$ cat src/rtl/cu_data_read_engine_control_mc_pkg.sv
// Shared types, constants and helpers for the multi-channel CU data read engine.
package cu_data_read_engine_control_mc_pkg;

    localparam int ARRAY_SIZE_BITS     = 32;
    localparam int CACHELINE_SIZE      = 128;
    localparam int DATA_SIZE_BYTES     = 4;
    localparam int CACHELINE_ARRAY_NUM = CACHELINE_SIZE / DATA_SIZE_BYTES;

    localparam logic [7:0] DATA_READ_CONTROL_ID = 8'h10;
    localparam logic [7:0] DATA_READ_MC_ID_BASE = DATA_READ_CONTROL_ID;

    typedef enum logic [1:0] {
        RMC_IDLE,
        RMC_ACTIVE,
        RMC_DRAIN,
        RMC_DONE
    } read_mc_state;

    typedef enum logic [7:0] {
        CMD_NONE   = 8'h00,
        READ_CL_NA = 8'h0A,
        READ_CL_S  = 8'h50,
        READ_PNA   = 8'h52
    } afu_command_t;

    typedef enum logic [1:0] {CMD_INVALID, CMD_READ, CMD_WRITE} command_type_t;
    typedef enum logic [1:0] {STRUCT_INVALID, READ_DATA, WRITE_DATA} array_struct_t;
    typedef enum logic [2:0] {STRICT, ABORT, PAGE, PREF, SPEC} trans_order_behavior_t;

    typedef struct packed {
        logic [7:0]                 cu_id;
        command_type_t              cmd_type;
        array_struct_t              array_struct;
        logic [ARRAY_SIZE_BITS-1:0] real_size;
        logic [5:0]                 cacheline_offest;
        logic [63:0]                address_offest;
        trans_order_behavior_t      abt;
    } CommandTagLine;

    typedef struct packed {
        logic                  valid;
        afu_command_t          command;
        logic [63:0]           address;
        logic [11:0]           size;
        CommandTagLine         cmd;
        trans_order_behavior_t abt;
    } CommandBufferLine;

    typedef struct packed {
        logic [7:0]                 cu_id;
        command_type_t              cmd_type;
        array_struct_t              array_struct;
        logic [ARRAY_SIZE_BITS-1:0] real_size;
    } ResponseTagLine;

    typedef struct packed {
        logic           valid;
        ResponseTagLine cmd;
    } ResponseBufferLine;

    typedef struct packed {
        logic alfull;
    } BufferStatus;

    typedef struct packed {
        logic [63:0]                base;
        logic [ARRAY_SIZE_BITS-1:0] remaining;
        logic [63:0]                offset;
    } ReadStreamDescriptor;

    function automatic trans_order_behavior_t map_CABT(input logic [2:0] cfg);
        case (cfg)
            3'd1:    return ABORT;
            3'd2:    return PAGE;
            3'd3:    return PREF;
            3'd4:    return SPEC;
            default: return STRICT;
        endcase
    endfunction

    // Byte size of a partial read; anything covering a full line is a whole line.
    function automatic logic [11:0] cmd_size_calculate(input logic [ARRAY_SIZE_BITS-1:0] remaining);
        if (remaining >= ARRAY_SIZE_BITS'(CACHELINE_ARRAY_NUM)) return 12'h080;
        return 12'(remaining * ARRAY_SIZE_BITS'(DATA_SIZE_BYTES));
    endfunction

endpackage

$ cat src/rtl/cu_data_read_engine_control_mc_if.sv
// Read command / response / buffer status bundle between the engine and the command buffer.
interface cu_data_read_engine_control_mc_if
    import cu_data_read_engine_control_mc_pkg::*;
();
    BufferStatus       read_command_buffer_status;
    ResponseBufferLine read_response;
    CommandBufferLine  read_command;

    modport master (
        input  read_command_buffer_status,
        input  read_response,
        output read_command
    );

    modport slave (
        output read_command_buffer_status,
        output read_response,
        input  read_command
    );
endinterface

$ cat src/rtl/cu_data_read_engine_control_mc_rr_arbiter_n.sv
// Round-robin arbiter: search starts one past the last grant; pointer moves only on a grant.
module cu_data_read_engine_control_mc_rr_arbiter_n #(
    parameter  int N  = 4,
    localparam int IW = (N > 1) ? $clog2(N) : 1
) (
    input  logic          clock,
    input  logic          rst,
    input  logic [N-1:0]  req_i,
    output logic [N-1:0]  grant_o,
    output logic [IW-1:0] grant_idx_o,
    output logic          grant_valid_o
);
    logic [IW-1:0] ptr_q, ptr_d;
    logic [IW-1:0] cand;

    always_comb begin
        grant_o       = '0;
        grant_idx_o   = '0;
        grant_valid_o = 1'b0;
        cand          = '0;
        for (int i = 0; i < N; i++) begin
            cand = ptr_q + IW'(i);
            if (!grant_valid_o && req_i[cand]) begin
                grant_valid_o = 1'b1;
                grant_idx_o   = cand;
                grant_o[cand] = 1'b1;
            end
        end
        ptr_d = ptr_q;
        if (grant_valid_o) begin
            ptr_d = (grant_idx_o == IW'(N - 1)) ? '0 : grant_idx_o + IW'(1);
        end
    end

    always_ff @(posedge clock) begin
        if (rst) ptr_q <= '0;
        else     ptr_q <= ptr_d;
    end
endmodule

$ cat src/rtl/cu_data_read_engine_control_mc.sv
// Multi-channel read engine: per-stream cacheline reads issued round-robin under credit limits.
//   state      | meaning
//   RMC_IDLE   | waiting for a start pulse
//   RMC_ACTIVE | elements left to request
//   RMC_DRAIN  | all requested, waiting for outstanding responses
//   RMC_DONE   | one-cycle completion pulse
module cu_data_read_engine_control_mc
    import cu_data_read_engine_control_mc_pkg::*;
#(
    parameter int         NUM_CHANNELS            = 4,
    parameter int         MAX_OUTSTANDING         = 32,
    parameter int         MAX_OUTSTANDING_CH      = 16,
    parameter logic [7:0] CU_READ_CONTROL_ID_BASE = DATA_READ_MC_ID_BASE
) (
    input  logic                                           clock,
    input  logic                                           rst,
    input  logic                                           enabled_i,
    input  logic [63:0]                                    cu_configure_i,
    input  logic [NUM_CHANNELS-1:0]                        stream_start_i,
    input  logic [NUM_CHANNELS-1:0][63:0]                  stream_base_i,
    input  logic [NUM_CHANNELS-1:0][ARRAY_SIZE_BITS-1:0]   stream_size_i,
    cu_data_read_engine_control_mc_if.master               cmd_if,
    output logic [NUM_CHANNELS-1:0]                        stream_busy_o,
    output logic [NUM_CHANNELS-1:0]                        stream_done_o,
    output logic [NUM_CHANNELS-1:0][ARRAY_SIZE_BITS-1:0]   read_job_counter_done_o,
    output logic                                           resp_error_o
);
    localparam int IW    = (NUM_CHANNELS > 1) ? $clog2(NUM_CHANNELS) : 1;
    localparam int OUT_W = $clog2(MAX_OUTSTANDING + 1);
    localparam int CH_W  = $clog2(MAX_OUTSTANDING_CH + 1);

    localparam logic [ARRAY_SIZE_BITS-1:0] CL_NUM_L  = ARRAY_SIZE_BITS'(CACHELINE_ARRAY_NUM);
    localparam logic [CH_W-1:0]            MAX_CH_L  = CH_W'(MAX_OUTSTANDING_CH);
    localparam logic [OUT_W-1:0]           MAX_GLB_L = OUT_W'(MAX_OUTSTANDING);

    read_mc_state               state_q    [NUM_CHANNELS];
    read_mc_state               state_d    [NUM_CHANNELS];
    ReadStreamDescriptor        desc_q     [NUM_CHANNELS];
    ReadStreamDescriptor        desc_d     [NUM_CHANNELS];
    logic [CH_W-1:0]            ch_out_q   [NUM_CHANNELS];
    logic [CH_W-1:0]            ch_out_d   [NUM_CHANNELS];
    logic [ARRAY_SIZE_BITS-1:0] done_cnt_q [NUM_CHANNELS];
    logic [ARRAY_SIZE_BITS-1:0] done_cnt_d [NUM_CHANNELS];

    logic [OUT_W-1:0]  glb_out_q, glb_out_d;
    CommandBufferLine  cmd_q, cmd_d;
    ResponseBufferLine resp_q;
    logic [3:0]        cfg_q;
    logic              err_q, err_d;

    logic [NUM_CHANNELS-1:0] req, gnt, ret;
    logic [IW-1:0]           gnt_idx;
    logic                    gnt_valid;

    logic [ARRAY_SIZE_BITS-1:0] g_rem, g_real;
    logic                       g_last;

    logic [7:0]    resp_rel;
    logic [IW-1:0] resp_ch;
    logic          resp_hit;

    always_comb begin
        for (int c = 0; c < NUM_CHANNELS; c++) begin
            req[c] = (state_q[c] == RMC_ACTIVE) && (desc_q[c].remaining != '0) &&
                     (ch_out_q[c] < MAX_CH_L) && (glb_out_q < MAX_GLB_L) &&
                     !cmd_if.read_command_buffer_status.alfull && enabled_i;
        end
    end

    cu_data_read_engine_control_mc_rr_arbiter_n #(.N(NUM_CHANNELS)) u_arb (
        .clock         (clock),
        .rst           (rst),
        .req_i         (req),
        .grant_o       (gnt),
        .grant_idx_o   (gnt_idx),
        .grant_valid_o (gnt_valid)
    );

    // A response retires only if it maps to a channel that actually has reads in flight.
    always_comb begin
        resp_rel = resp_q.cmd.cu_id - CU_READ_CONTROL_ID_BASE;
        resp_ch  = resp_rel[IW-1:0];
        resp_hit = resp_q.valid && (resp_q.cmd.cmd_type == CMD_READ) &&
                   (resp_q.cmd.array_struct == READ_DATA) &&
                   (resp_rel < 8'(NUM_CHANNELS)) && (ch_out_q[resp_ch] != '0);
        ret = '0;
        if (resp_hit) ret[resp_ch] = 1'b1;
    end

    always_comb begin
        state_d    = state_q;
        desc_d     = desc_q;
        ch_out_d   = ch_out_q;
        done_cnt_d = done_cnt_q;
        glb_out_d  = glb_out_q;
        err_d      = err_q;
        cmd_d      = '0;

        g_rem  = desc_q[gnt_idx].remaining;
        g_last = (g_rem <= CL_NUM_L);
        g_real = g_last ? g_rem : CL_NUM_L;

        if (gnt_valid) begin
            cmd_d.valid = 1'b1;
            if (cfg_q[3]) begin
                cmd_d.command = READ_CL_S;
                cmd_d.size    = 12'h080;
            end else begin
                cmd_d.command = g_last ? READ_PNA : READ_CL_NA;
                cmd_d.size    = cmd_size_calculate(g_rem);
            end
            cmd_d.address              = desc_q[gnt_idx].base + desc_q[gnt_idx].offset;
            cmd_d.cmd.cu_id            = CU_READ_CONTROL_ID_BASE + 8'(gnt_idx);
            cmd_d.cmd.cmd_type         = CMD_READ;
            cmd_d.cmd.array_struct     = READ_DATA;
            cmd_d.cmd.real_size        = g_real;
            cmd_d.cmd.cacheline_offest = '0;
            cmd_d.cmd.address_offest   = desc_q[gnt_idx].offset;
            cmd_d.cmd.abt              = map_CABT(cfg_q[2:0]);
            cmd_d.abt                  = map_CABT(cfg_q[2:0]);
        end

        for (int c = 0; c < NUM_CHANNELS; c++) begin
            case (state_q[c])
                RMC_IDLE: begin
                    if (stream_start_i[c]) begin
                        desc_d[c].base      = stream_base_i[c];
                        desc_d[c].remaining = stream_size_i[c];
                        desc_d[c].offset    = '0;
                        ch_out_d[c]         = '0;
                        done_cnt_d[c]       = '0;
                        state_d[c] = (stream_size_i[c] == '0) ? RMC_DONE : RMC_ACTIVE;
                    end
                end
                RMC_ACTIVE: begin
                    if (gnt[c]) begin
                        desc_d[c].remaining = g_last ? '0 : g_rem - CL_NUM_L;
                        desc_d[c].offset    = desc_q[c].offset + 64'(CACHELINE_SIZE);
                        if (g_last) state_d[c] = RMC_DRAIN;
                    end
                end
                RMC_DRAIN: begin
                    if (ch_out_q[c] == '0) state_d[c] = RMC_DONE;
                end
                RMC_DONE: state_d[c] = RMC_IDLE;
                default:  state_d[c] = RMC_IDLE;
            endcase

            if (gnt[c] && !ret[c])      ch_out_d[c] = ch_out_q[c] + CH_W'(1);
            else if (!gnt[c] && ret[c]) ch_out_d[c] = ch_out_q[c] - CH_W'(1);
            if (ret[c]) done_cnt_d[c] = done_cnt_q[c] + resp_q.cmd.real_size;
        end

        if (gnt_valid && !resp_hit)      glb_out_d = glb_out_q + OUT_W'(1);
        else if (!gnt_valid && resp_hit) glb_out_d = glb_out_q - OUT_W'(1);

        if (resp_q.valid && !resp_hit) err_d = 1'b1;
    end

    always_ff @(posedge clock) begin
        if (rst) begin
            for (int c = 0; c < NUM_CHANNELS; c++) begin
                state_q[c]    <= RMC_IDLE;
                desc_q[c]     <= '0;
                ch_out_q[c]   <= '0;
                done_cnt_q[c] <= '0;
            end
            glb_out_q <= '0;
            cmd_q     <= '0;
            resp_q    <= '0;
            cfg_q     <= '0;
            err_q     <= 1'b0;
        end else begin
            state_q    <= state_d;
            desc_q     <= desc_d;
            ch_out_q   <= ch_out_d;
            done_cnt_q <= done_cnt_d;
            glb_out_q  <= glb_out_d;
            cmd_q      <= cmd_d;
            resp_q     <= cmd_if.read_response;
            err_q      <= err_d;
            if (cu_configure_i != '0) cfg_q <= cu_configure_i[3:0];
        end
    end

    assign cmd_if.read_command = cmd_q;
    assign resp_error_o        = err_q;

    always_comb begin
        for (int c = 0; c < NUM_CHANNELS; c++) begin
            stream_busy_o[c]           = (state_q[c] != RMC_IDLE);
            stream_done_o[c]           = (state_q[c] == RMC_DONE);
            read_job_counter_done_o[c] = done_cnt_q[c];
        end
    end
endmodule

$ cat src/flat_wrapper.sv
// flat-port wrapper written by rule: the top's interface ports become plain ports
module cu_data_read_engine_control_mc_flat import cu_data_read_engine_control_mc_pkg::*;
#(
    parameter int         NUM_CHANNELS            = 4,
    parameter int         MAX_OUTSTANDING         = 32,
    parameter int         MAX_OUTSTANDING_CH      = 16,
    parameter logic [7:0] CU_READ_CONTROL_ID_BASE = DATA_READ_MC_ID_BASE
)
  (clock, rst, enabled_i, cu_configure_i, stream_start_i, stream_base_i, stream_size_i, stream_busy_o, stream_done_o, read_job_counter_done_o, resp_error_o, cmd_if_read_command_buffer_status, cmd_if_read_response, cmd_if_read_command);
  cu_data_read_engine_control_mc_if cmd_if_i ();
  input  logic clock;
  input  logic rst;
  input  logic enabled_i;
  input  logic [63:0] cu_configure_i;
  input  logic [NUM_CHANNELS-1:0] stream_start_i;
  input  logic [NUM_CHANNELS-1:0][63:0] stream_base_i;
  input  logic [NUM_CHANNELS-1:0][ARRAY_SIZE_BITS-1:0] stream_size_i;
  output logic [NUM_CHANNELS-1:0] stream_busy_o;
  output logic [NUM_CHANNELS-1:0] stream_done_o;
  output logic [NUM_CHANNELS-1:0][ARRAY_SIZE_BITS-1:0] read_job_counter_done_o;
  output logic resp_error_o;
  input wire logic [$bits(cmd_if_i.read_command_buffer_status)-1:0] cmd_if_read_command_buffer_status;
  input wire logic [$bits(cmd_if_i.read_response)-1:0] cmd_if_read_response;
  output wire logic [$bits(cmd_if_i.read_command)-1:0] cmd_if_read_command;
  assign cmd_if_i.read_command_buffer_status = cmd_if_read_command_buffer_status;
  assign cmd_if_i.read_response = cmd_if_read_response;
  assign cmd_if_read_command = cmd_if_i.read_command;
  cu_data_read_engine_control_mc #(.NUM_CHANNELS(NUM_CHANNELS), .MAX_OUTSTANDING(MAX_OUTSTANDING), .MAX_OUTSTANDING_CH(MAX_OUTSTANDING_CH), .CU_READ_CONTROL_ID_BASE(CU_READ_CONTROL_ID_BASE)) u_core (.clock(clock), .rst(rst), .enabled_i(enabled_i), .cu_configure_i(cu_configure_i), .stream_start_i(stream_start_i), .stream_base_i(stream_base_i), .stream_size_i(stream_size_i), .cmd_if(cmd_if_i), .stream_busy_o(stream_busy_o), .stream_done_o(stream_done_o), .read_job_counter_done_o(read_job_counter_done_o), .resp_error_o(resp_error_o));
endmodule
$ cat config.mk
export PLATFORM = sky130hd
export DESIGN_NAME = cu_data_read_engine_control_mc_flat
export DESIGN_NICKNAME = d
export VERILOG_FILES = /design/src/rtl/cu_data_read_engine_control_mc_pkg.sv /design/src/rtl/cu_data_read_engine_control_mc_if.sv /design/src/rtl/cu_data_read_engine_control_mc_rr_arbiter_n.sv /design/src/rtl/cu_data_read_engine_control_mc.sv /design/src/flat_wrapper.sv
export SDC_FILE = /design/constraint.sdc
export NUM_CORES = 2
export LEC_CHECK = 0
export ABC_AREA = 0
export CAP_MARGIN = 20
export CORE_UTILIZATION = 51
export CTS_CLUSTER_DIAMETER = 80
export DETAILED_ROUTE_END_ITERATION = 10
export PLACE_DENSITY = 0.84
export SETUP_SLACK_MARGIN = 0.1
export SKIP_LAST_GASP = 1
export SLEW_MARGIN = 0
export SYNTH_ARGS = -nofsm -noshare
export SYNTH_HDL_FRONTEND = slang
export SYNTH_SLANG_ARGS = --single-unit
export TNS_END_PERCENT = 10
$ cat constraint.sdc
create_clock -name clock -period 14.7 [get_ports clock]
set_clock_uncertainty 0.1 [all_clocks]
set_input_delay 4.41 -clock clock [delete_from_list [all_inputs] [get_ports clock]]
set_output_delay 4.41 -clock clock [all_outputs]
set_load 0.05 [all_outputs]
==> metrics <==
Clock Root Buffer=clkbuf_16; via count=54.77k; Max Slew Vio Count=0; Total Neg Setup Slack=0 ns; fin nets=8127; asr flop ratio synth=0%; Req. time, crit path=15.19 ns; num rows=118; hold_ws=0.3509 ns; Worst EP arrival=12.85 ns; Final min period=12.36 ns; Max Cap Violations=0; Worst Path Max Fanout=118; clk_lat worst skew=0.72 ns; Period Utilization, post-route=84.07%; Post-synth EDFFs=0; crit path to=u_core.cmd_if.read_command[192]$_SDFF_PP0_; mux share of post-synthesis cell area=4.075%; number of buffers on the longest clock path=3; Pwr per Cell Area=166.2 nW/µm²; RSZ-0062 raised after global routing=no; share of cells above drive strength 1=5.034%; Sink Count=999; Reg2Reg Depth=28; number of port buffers=816; part of the power in registers=31.0%; CTS clk-pin slew, worst paths=0.06 ns; crit path launch type=input pin; initial antenna violation count=41; Post-Synth Adder-Cell Area=5.375%; Synth Flop Type=dfxtp_1; max incr delay on CP=0.59 ns; sw frac=42.52%; Synth cell types=102; outcome=complete, no violations; die area=106000 µm²; IO Pins=843; crit path capture type=flip-flop; Syn Std Cell Area=53400 µm²; Leakage=24.95 nW; main combinational cell family by area after synthesis=simple AND/OR/NAND/NOR gates; gr ovfl total=0; syn avg cell area=7.858 µm²; reg2reg start=u_core.u_arb.ptr_q[0]$_SDFFE_PP0P_; P&R area growth vs syn=23.92%; Ys Warns=0; overall power=10.99 mW; Non-Filler Instances=8879; internal power=6.320 mW; 1st-iter DRT viols=6287; Compound-Gate Fraction of Synth Area=16.52%; Routed WL=210.9 mm; hold buffers post-CTS=0; Rel. slew slack=25.90%; HPWL after DPL=155.0 mm; VDD IR max=0.0001352 V; Resize count post-CTS=0; dpl cells=8670; first-pass GRT wire length=312.5 mm; sw power=4.675 mW; Max Freq=80.92 MHz; number of synthesized register bits=999; xor/xnor share of the synthesized area=5.886%; Synth Instances=6795; FF-to-FF End=u_core.cmd_if.read_command[192]$_SDFF_PP0_; Fin. Hold Viols=0; Reg2Reg Setup Slack=5.21 ns; H-tree Lvls=3; Die Height=325.6 µm; DR WL/cell=23.75 µm; gpl congestion=0.9913; Filler cells=8739; drt pass-1 iters=9; largest net degree at the start of global routing=208; Via density=6.169; Tightest Hold Check Type=flip-flop to flip-flop; Num CTS Buffers=107; register area share after synthesis=37.45%; GRT Total Usage=37.89%; final setup fails=0; CTS tree=yes; initial core utilization=51.52%; worst slew pin tran=1.083 ns; DRC=0; antenna violation net count after detailed routing=0; Crit-path slowest cell=nand2_8; vias in the first global route=51.23k; Simple-Gate Fraction of Synth Area=26.39%; Setup CP Type=input pin to flip-flop; Comb pwr share=42.4%; Critical path origin=enabled_i; Die Span X=325.6 µm; Clk pwr share=26.6%; Core Region=103600 µm²; postcts setup bufs=0
[cells by family after synthesis]
kind of cell               count (synthesis)
and+or+nand+nor                         3048
AOI/OAI and AO/OA                       1420
DFF                                      999
buffers and inverters                    555
xor gates and xnor gates                 358
adders and majority gates                227
muxes                                    187
other                                      1
[metrics by stage]
step / area, µm² / worst slack, ns / util (%)
floorplan: 53600 / 3.002 / -
global placement: 62320 / 2.040 / 60.13
detailed placement: 62320 / 1.727 / 60.13
CTS: 66130 / 2.478 / 63.80
global route: 66160 / 1.960 / 63.84
finish: 66170 / 2.342 / 63.85
[area by class of cell]
class,count,area (µm²),area share (%)
repair buffers,879,8682,13.12
multi-input cells,5296,31490,47.58
clock buffers,149,3045,4.602
well taps,1380,1727,2.609
flip-flops and latches,999,20000,30.22
clock inverters,47,759.5,1.148
inverters,119,446.7,0.6750
diodes,10,25.02,0.03782
[cells in the final DEF, fill, tap and decap left out, types with 39 or more instances in the layout]
cell / n
mux2i_1: 142
nor2_1: 564
nor2b_1: 80
o21ai_0: 162
nand3_1: 299
inv_1: 117
o211ai_1: 39
nand2b_1: 46
buf_4: 57
clkbuf_16: 107
or3_1: 84
a21o_1: 57
dfxtp_1: 999
nand4_1: 79
and2_1: 91
a31oi_1: 133
conb_1: 56
nor4_1: 78
xnor2_1: 176
nand2_1: 1309
a211oi_1: 160
ha_1: 216
a21oi_1: 640
xor2_1: 181
nor3_1: 130
clkdlybuf4s50_1: 815
and3_1: 167
[worst max-delay path, delay by kind of cell]
family / cells / cell delay [ns]
AO/OA/AOI/OAI: 16 / 4.35
adder cells (fa/ha/maj): 2 / 0.80
buffers and inverters: 1 / 0.50
multiplexers: 1 / 0.21
AND/OR/NAND/NOR: 6 / 2.42
[per-layer routing]
layer	up-vias	wire (µm)	track usage, %
met1	26060	80170	47.16
li1	24920	-	-
met2	3141	95370	60.73
met5	-	391	0
met4	58	10580	17.78
met3	588	24400	10.30
[worst min-delay path by stage]
stage                     cells after the start                    startpoint                                       end
after floorplan                               1  u_core.cfg_q[1]$_SDFFE_PP0P_  u_core.cmd_if.read_command[5]$_SDFF_PP0_
after global routing                          1  u_core.cfg_q[1]$_SDFFE_PP0P_  u_core.cmd_if.read_command[5]$_SDFF_PP0_
final                                         1  u_core.cfg_q[1]$_SDFFE_PP0P_  u_core.cmd_if.read_command[5]$_SDFF_PP0_
after detailed placement                      1  u_core.cfg_q[1]$_SDFFE_PP0P_  u_core.cmd_if.read_command[5]$_SDFF_PP0_
after global placement                        1  u_core.cfg_q[0]$_SDFFE_PP0P_  u_core.cmd_if.read_command[5]$_SDFF_PP0_
after CTS                                     1  u_core.cfg_q[1]$_SDFFE_PP0P_  u_core.cmd_if.read_command[5]$_SDFF_PP0_
[power by group through the flow]
stage          Sequential, mW  Combinational, mW  Clock [mW]
6_report                 3.40               4.66        2.93
5_1_grt                  3.42               4.96        3.06
3_3_place_gp             3.43               4.46           0
3_5_place_dp             3.43               4.53           0
2_1_floorplan            3.46               2.99           0
4_1_cts                  3.38               4.55        2.94
[cell usage after synthesis, drive strengths merged (84+ instances only)]
master  count  area share (%)
a211oi    165             2.4
a21oi     646             6.1
a31oi     134             1.6
and2       96             1.1
and3      167             2.0
buf       116             1.2
clkbuf    320             2.2
dfxtp     999              37
ha        219             5.1
inv       118            0.83
mux2i     142             2.7
nand2    1315             9.3
nand3     299             2.8
nor2      570             4.0
nor3      134             1.3
nor4       88             1.2
o21ai     174             1.7
or3        84            0.98
xnor2     177             2.9
xor2      181             3.0
[registers in the layout, summed over array words and instances, names as in the netlist]
register / flops
u_core.resp_error_o: 1
u_core.read_job_counter_done_o: 128
u_core.cmd_if.read_command: 173
u_core.resp_q: 45
u_core.desc_q: 612
u_core.glb_out_q: 6
u_core.state_q: 8
u_core.u_arb.ptr_q: 2
u_core.cfg_q: 4
u_core.ch_out_q: 20
Note: power is estimated with default switching activity, not from simulation.
